## config.mk

```make
export PLATFORM = sky130hd
export DESIGN_NAME = memory_stage
export DESIGN_NICKNAME = d
export VERILOG_FILES = /design/src/rtl/memory_stage_pkg.sv /design/src/rtl/memory_stage_bus_fsm.sv /design/src/rtl/memory_stage.sv
export SDC_FILE = /design/constraint.sdc
export NUM_CORES = 1
export LEC_CHECK = 0
export CAP_MARGIN = 0
export CORE_AREA = 2 2 322 324
export CTS_CLUSTER_DIAMETER = 150
export DETAILED_ROUTE_END_ITERATION = 10
export DIE_AREA = 0 0 324 326
export SETUP_SLACK_MARGIN = 0.3
export SYNTH_ARGS = -nofsm -noshare
export SYNTH_HDL_FRONTEND = slang
export SYNTH_SLANG_ARGS = --single-unit
```

## constraint.sdc

```tcl
create_clock -name clk -period 18.7 [get_ports clk]
set_input_delay 2.805 -clock clk [delete_from_list [all_inputs] [get_ports clk]]
set_output_delay 2.805 -clock clk [all_outputs]
set_load 0.02 [all_outputs]
```

## src/rtl/memory_stage_pkg.sv

```systemverilog
// Shared pipeline types for the MEM stage.
// Holds the EX/MEM and MEM/WB payload structs, the forwarding bundle, the
// bus FSM state encoding and the fixed bus access size.
package memory_stage_pkg;

  localparam logic [2:0] MSIZE8 = 3'b011;

  typedef enum logic [1:0] {MEM_IDLE, MEM_ADDR, MEM_DATA} mem_state_t;

  typedef enum logic [5:0] {
    OP_NOP, OP_ADD, OP_SUB, OP_AND, OP_OR, OP_LD, OP_SD, OP_JAL
  } decoded_op_t;

  typedef struct packed {
    logic regwrite;
    logic memread;
    logic memwrite;
  } control_t;

  // 303 bits
  typedef struct packed {
    logic [63:0] pc;
    decoded_op_t op;
    logic [31:0] instruction;
    logic        jump;
    logic [63:0] target;
    control_t    ctl;
    logic [4:0]  dst;
    logic [63:0] result;
    logic [63:0] memdata;
  } execute_data_t;

  // 238 bits
  typedef struct packed {
    logic [63:0] pc;
    decoded_op_t op;
    logic [31:0] instruction;
    logic        jump;
    logic        regwrite;
    logic [4:0]  dst;
    logic [63:0] regdata;
    logic        skip;
    logic [63:0] address;
  } memory_data_t;

  // 70 bits
  typedef struct packed {
    logic        valid;
    logic [4:0]  dst;
    logic [63:0] data;
  } forward_data_out;

endpackage

```

## src/rtl/memory_stage_bus_fsm.sv

```systemverilog
// mem_bus_fsm: drives one LD/SD on the data bus.
// Ports: start/is_store/addr/wdata capture a request while idle; dreq_* is the
// request side, dresp_* the response side; done pulses when the access has
// finished and the stage may load its output (held off by wb_stall); rdata
// is the load data valid with done.
module mem_bus_fsm
  import memory_stage_pkg::*;
(
  input  logic        clk,
  input  logic        reset,
  input  logic        start,
  input  logic        is_store,
  input  logic [63:0] addr,
  input  logic [63:0] wdata,
  input  logic        wb_stall,
  input  logic        dresp_addr_ok,
  input  logic        dresp_data_ok,
  input  logic [63:0] dresp_data,
  output logic        idle,
  output logic        done,
  output logic [63:0] rdata,
  output logic        dreq_valid,
  output logic [63:0] dreq_addr,
  output logic [2:0]  dreq_size,
  output logic [7:0]  dreq_strobe,
  output logic [63:0] dreq_data
);

  mem_state_t  state_q, state_d;
  logic [63:0] addr_q, data_q, rdata_q;
  logic [7:0]  strobe_q;
  logic        got_q;   // data phase already finished, waiting on wb_stall
  logic        data_arrive;

  assign idle        = (state_q == MEM_IDLE);
  assign dreq_addr   = addr_q;
  assign dreq_data   = data_q;
  assign dreq_strobe = strobe_q;
  assign dreq_size   = MSIZE8;
  assign rdata       = got_q ? rdata_q : dresp_data;

  // Data that shows up while downstream is stalled is parked in rdata_q.
  assign data_arrive = dresp_data_ok && !got_q &&
                       ((state_q == MEM_ADDR && dresp_addr_ok) || state_q == MEM_DATA);

  always_comb begin
    state_d    = state_q;
    done       = 1'b0;
    dreq_valid = 1'b0;
    case (state_q)
      MEM_IDLE: if (start) state_d = MEM_ADDR;
      MEM_ADDR: begin
        dreq_valid = 1'b1;
        if (dresp_addr_ok) begin
          if (dresp_data_ok && !wb_stall) begin
            done    = 1'b1;
            state_d = MEM_IDLE;
          end else begin
            state_d = MEM_DATA;
          end
        end
      end
      MEM_DATA: begin
        if ((got_q || dresp_data_ok) && !wb_stall) begin
          done    = 1'b1;
          state_d = MEM_IDLE;
        end
      end
      default: state_d = MEM_IDLE;
    endcase
  end

  always_ff @(posedge clk or posedge reset) begin
    if (reset) begin
      state_q  <= MEM_IDLE;
      addr_q   <= '0;
      data_q   <= '0;
      strobe_q <= '0;
      got_q    <= 1'b0;
      rdata_q  <= '0;
    end else begin
      state_q <= state_d;
      if (start && idle) begin
        addr_q   <= addr & ~64'h7;  // misaligned accesses go out doubleword aligned
        data_q   <= wdata;
        strobe_q <= is_store ? 8'hFF : 8'h00;
      end
      if (done) begin
        got_q <= 1'b0;
      end else if (data_arrive) begin
        got_q   <= 1'b1;
        rdata_q <= dresp_data;
      end
    end
  end

endmodule

```

## src/rtl/memory_stage.sv

```systemverilog
// memory_stage: MEM stage of the RV64 pipeline.
// Ports: in_valid/ex_data/in_ready from EX/MEM; wb_stall and flush from the
// pipeline control; dreq_*/dresp_* data bus; out_valid/out_data to MEM/WB;
// fwd to the hazard unit; misalign pulses one cycle after accepting a
// misaligned LD/SD.
module memory_stage
  import memory_stage_pkg::*;
#(
  parameter int MMIO_BIT = 31
) (
  input  logic            clk,
  input  logic            reset,
  input  logic            in_valid,
  input  execute_data_t   ex_data,
  output logic            in_ready,
  input  logic            wb_stall,
  input  logic            flush,
  output logic            dreq_valid,
  output logic [63:0]     dreq_addr,
  output logic [2:0]      dreq_size,
  output logic [7:0]      dreq_strobe,
  output logic [63:0]     dreq_data,
  input  logic            dresp_addr_ok,
  input  logic            dresp_data_ok,
  input  logic [63:0]     dresp_data,
  output logic            out_valid,
  output memory_data_t    out_data,
  output forward_data_out fwd,
  output logic            misalign
);

  logic         idle, done, accept, is_mem, start;
  logic         is_ld_q, flushed_q;
  logic [63:0]  rdata;
  memory_data_t alu_data, mem_cap, held_q, done_data;
  logic         unused_target;

  assign unused_target = ^ex_data.target;

  assign in_ready = idle && !wb_stall;
  assign accept   = in_valid && in_ready;
  assign is_mem   = ex_data.ctl.memread || ex_data.ctl.memwrite;
  assign start    = accept && is_mem;

  mem_bus_fsm u_bus (
    .clk          (clk),
    .reset        (reset),
    .start        (start),
    .is_store     (ex_data.ctl.memwrite),
    .addr         (ex_data.result),
    .wdata        (ex_data.memdata),
    .wb_stall     (wb_stall),
    .dresp_addr_ok(dresp_addr_ok),
    .dresp_data_ok(dresp_data_ok),
    .dresp_data   (dresp_data),
    .idle         (idle),
    .done         (done),
    .rdata        (rdata),
    .dreq_valid   (dreq_valid),
    .dreq_addr    (dreq_addr),
    .dreq_size    (dreq_size),
    .dreq_strobe  (dreq_strobe),
    .dreq_data    (dreq_data)
  );

  always_comb begin
    alu_data             = '0;
    alu_data.pc          = ex_data.pc;
    alu_data.op          = ex_data.op;
    alu_data.instruction = ex_data.instruction;
    alu_data.jump        = ex_data.jump;
    alu_data.regwrite    = ex_data.ctl.regwrite;
    alu_data.dst         = ex_data.dst;
    alu_data.regdata     = ex_data.result;

    // Everything but the load data is known at acceptance.
    mem_cap          = alu_data;
    mem_cap.regwrite = ex_data.ctl.regwrite && (ex_data.op == OP_LD);
    mem_cap.regdata  = '0;
    mem_cap.skip     = !ex_data.result[MMIO_BIT];
    mem_cap.address  = ex_data.result;

    done_data = held_q;
    if (is_ld_q) done_data.regdata = rdata;
  end

  always_ff @(posedge clk or posedge reset) begin
    if (reset) begin
      out_valid <= 1'b0;
      out_data  <= '0;
      held_q    <= '0;
      is_ld_q   <= 1'b0;
      flushed_q <= 1'b0;
      misalign  <= 1'b0;
    end else begin
      misalign <= start && (ex_data.result[2:0] != 3'b000);
      if (start) begin
        held_q  <= mem_cap;
        is_ld_q <= ex_data.ctl.memread;
      end
      // A flush seen anywhere in a bus access kills its result; the bus
      // transaction itself must still run to completion.
      if (done)
        flushed_q <= 1'b0;
      else if (flush && (!idle || start))
        flushed_q <= 1'b1;

      if (flush) begin
        out_valid <= 1'b0;
      end else if (done) begin
        out_valid <= !flushed_q;
        if (!flushed_q) out_data <= done_data;
      end else if (in_ready) begin
        out_valid <= accept && !is_mem;
        if (accept && !is_mem) out_data <= alu_data;
      end
    end
  end

  always_comb begin
    fwd.valid = out_valid && out_data.regwrite && (out_data.dst != 5'd0);
    fwd.dst   = out_data.dst;
    fwd.data  = out_data.regdata;
  end

endmodule

```

==> impl_metrics.tcl <==
set metrics [dict create \
    setup_viol 0 \
    area_growth_pct 41.8 \
    hp-class "reg2reg" \
    clockBufferDepth 3 \
    setup-tns-final_ps 0 \
    coreArea_mm2 0.103 \
    period_needed_ps 7280 \
    post_drt_wl_per_cell_um 19.7 \
    grt_overflow 0 \
    worstPathRequired_ps 15890 \
    drive_above_1_share_pct 8.45 \
    grt_first_pass_wirelength_mm 134 \
    synth_edf_count 0 \
    num-fill-cells 10300 \
    clock_latency_ps 620 \
    synth_area_leaders "dfrtp_1 60%, nand2_1 15%, mux2_2 5.0%" \
    max_freq_ghz 0.137 \
    ys_async_sr_fraction_pct 100 \
    yosys.area.top_type "dfrtp_1" \
    syn_area_mm2 0.0253 \
    io_buffers 754 \
    yosysTopAreaCellShare_pct 60.2 \
    cts.sinks 609 \
    drv_cap 0 \
    mostFrequentLayoutCells "1,023 x nand2_1, 754 x clkdlybuf4s50_1, 608 x dfrtp_1, 124 x o21ai_0, 113 x mux2_2" \
    ys_types 48 \
    fin_skew_ps 13.2 \
    ys_seq_elements 609 \
    maxSlewHeadroom_pct 34.5 \
    min_period_over_period_pct 38.9 \
    ys.flop_type "dfrtp_1" \
    ir_worst_vdd_mv 0.0966 \
    wirelength_mm 89.2 \
    yosysWarningCount 0 \
    start_util_pct 24.7 \
    io_pins 825 \
    p_per_area_mw_per_mm2 167 \
    cts_root_buf "clkbuf_16" \
    nets 3476 \
    final_common_cell "nand2_1" \
    hold_depth 2 \
    dieArea_mm2 0.106 \
    p_leak_nw 16.4 \
    antenna_left 0 \
    cts_made_buffers 71 \
    num_vias 20400 \
    fp-row-count 118 \
    clk_pin_slew_ps 60 \
    drc 0 \
    drt_iter0_markers 1394 \
    worstSetupStartpointType "primary input" \
    via_per_inst 4.51 \
    slew_violations 0 \
    grt_pass1_vias 20500 \
    rsz0062_at_grt "false" \
    die_w_um 324 \
    cts_hold_buf 0 \
    synth_cells 2484 \
    hpwl_mm 59.8 \
    worstPathArrival_ps 4480 \
    syn_area_per_cell_um2 10.2 \
    tightest_slew_ps 982 \
    status "finished, final reports clean" \
    cts_setup_buffers 0 \
    die_y_um 326 \
    cts_tree "built" \
    first_pass_iters 5 \
    dp_slack_ps 11350 \
    grtUsageTotal_pct 16.5 \
    finalHoldViolCount 0 \
    critPathKind "in2out" \
    worst_slack_ps 11420 \
    cts_resized 0 \
    htree_levels 3 \
    seq_area_frac_synth_pct 60.2 \
    grt_start_max_net_pins 155 \
    finalWeightedCongestion 0.804 \
    antenna_found_initial 13 \
    reg2reg_depth 6 \
    cp_max_fo 9 \
    end_kind "primary output" \
]
[stage by stage]
| step | hold WS [ps] | std cells | utilization (%) | cell area, µm² | total power [mW] |
|---|---|---|---|---|---|
| floorplan | 437 | 2488 | - | 25300 | 3.50 |
| global placement | 448 | 4406 | 32.7 | 33600 | 4.60 |
| detailed placement | 454 | 4406 | 32.7 | 33600 | 4.63 |
| global route | 483 | 4529 | 35.0 | 35900 | 6.36 |
| CTS | 468 | 4528 | 35.0 | 35900 | 6.08 |
| finish | 464 | 4531 | 35.0 | 35900 | 6.01 |
[cells by family (layout without fill, tap and decap cells)]
logic type,count (synthesis),in the layout,synth area share [%]
adder cells (fa/ha/maj),3,3,0.148
flip-flops,609,609,60.2
multiplexers,129,129,5.68
AND/OR/NAND/NOR,1180,1180,19.0
buffers and inverters,252,912,5.45
AO/OA/AOI/OAI,309,309,9.48
other,2,9,0.0297
[flip-flops by register name (all words and copies together) (netlist names)]
signal and flops:
done_data 174, flushed_q 1, fwd 69, is_ld_q 1
misalign 1, out_data 169, out_valid 1, u_bus.dreq_addr 61
u_bus.dreq_data 64, u_bus.dreq_strobe 1, u_bus.got_q 1, u_bus.rdata_q 64
u_bus.state_q 2
[synthesized netlist by cell type (2+ instances only)]
cell and number:
nand2_1 1023, dfrtp_1 609, o21ai_0 124, mux2_2 113
and2_1 111, a221o_1 109, clkbuf_1 95, buf_4 84
a32oi_1 53, buf_2 48, nor2_1 16, a311o_1 11
and3_1 11, clkbuf_2 11, mux2i_1 11, buf_6 6
inv_1 5, mux2_1 5, buf_1 3, ha_1 3
a22oi_1 2, conb_1 2, nand2b_1 2, nand3_1 2
nor3_2 2
[area by class of cell]
| type | count | area [µm²] | share of cell area, % |
|---|---|---|---|
| clock buffer | 104 | 2080 | 5.80 |
| multi-input combinational | 1627 | 8760 | 24.4 |
| inverter | 5 | 22.5 | 0.0627 |
| tap | 1380 | 1730 | 4.81 |
| clock inverter | 18 | 246 | 0.687 |
| timing repair buffer | 785 | 7800 | 21.7 |
| antenna | 3 | 7.51 | 0.0209 |
| sequential | 609 | 15200 | 42.5 |
[routing by layer]
metal / vias up / global-route usage (%) / wire (µm)
li1: 9393 / - / -
met3: 140 / 5.82 / 8670
met1: 10100 / 21.1 / 37000
met4: 18 / 5.87 / 2510
met2: 740 / 25.9 / 40900
met5: - / 0 / 115
[power by group]
| part | leakage [nW] | internal (mW) | switching (mW) |
|---|---|---|---|
| Sequential | 7.78 | 1.91 | 0.375 |
| Clock | 1.14 | 0.840 | 0.571 |
| Combinational | 7.48 | 1.11 | 1.20 |
[critical path, stage by stage]
cell and delay [ps]:
clkdlybuf4s50_1 580, nor2b_1 350, clkdlybuf4s50_1 740
[worst paths after layout]
path	endpoint	slack (ps)	from
min in group asynchronous	u_bus.rdata_q[41]	2630	reset
worst min-delay path	done_data[234]	460	done_data[234]
worst max-delay path	in_ready	11420	wb_stall
worst max register to register	out_data[193]	14900	u_bus.got_q
max in group asynchronous	done_data[143]	13310	reset
worst min register to register	done_data[234]	460	done_data[234]
Power figures use the tool's default switching activity.
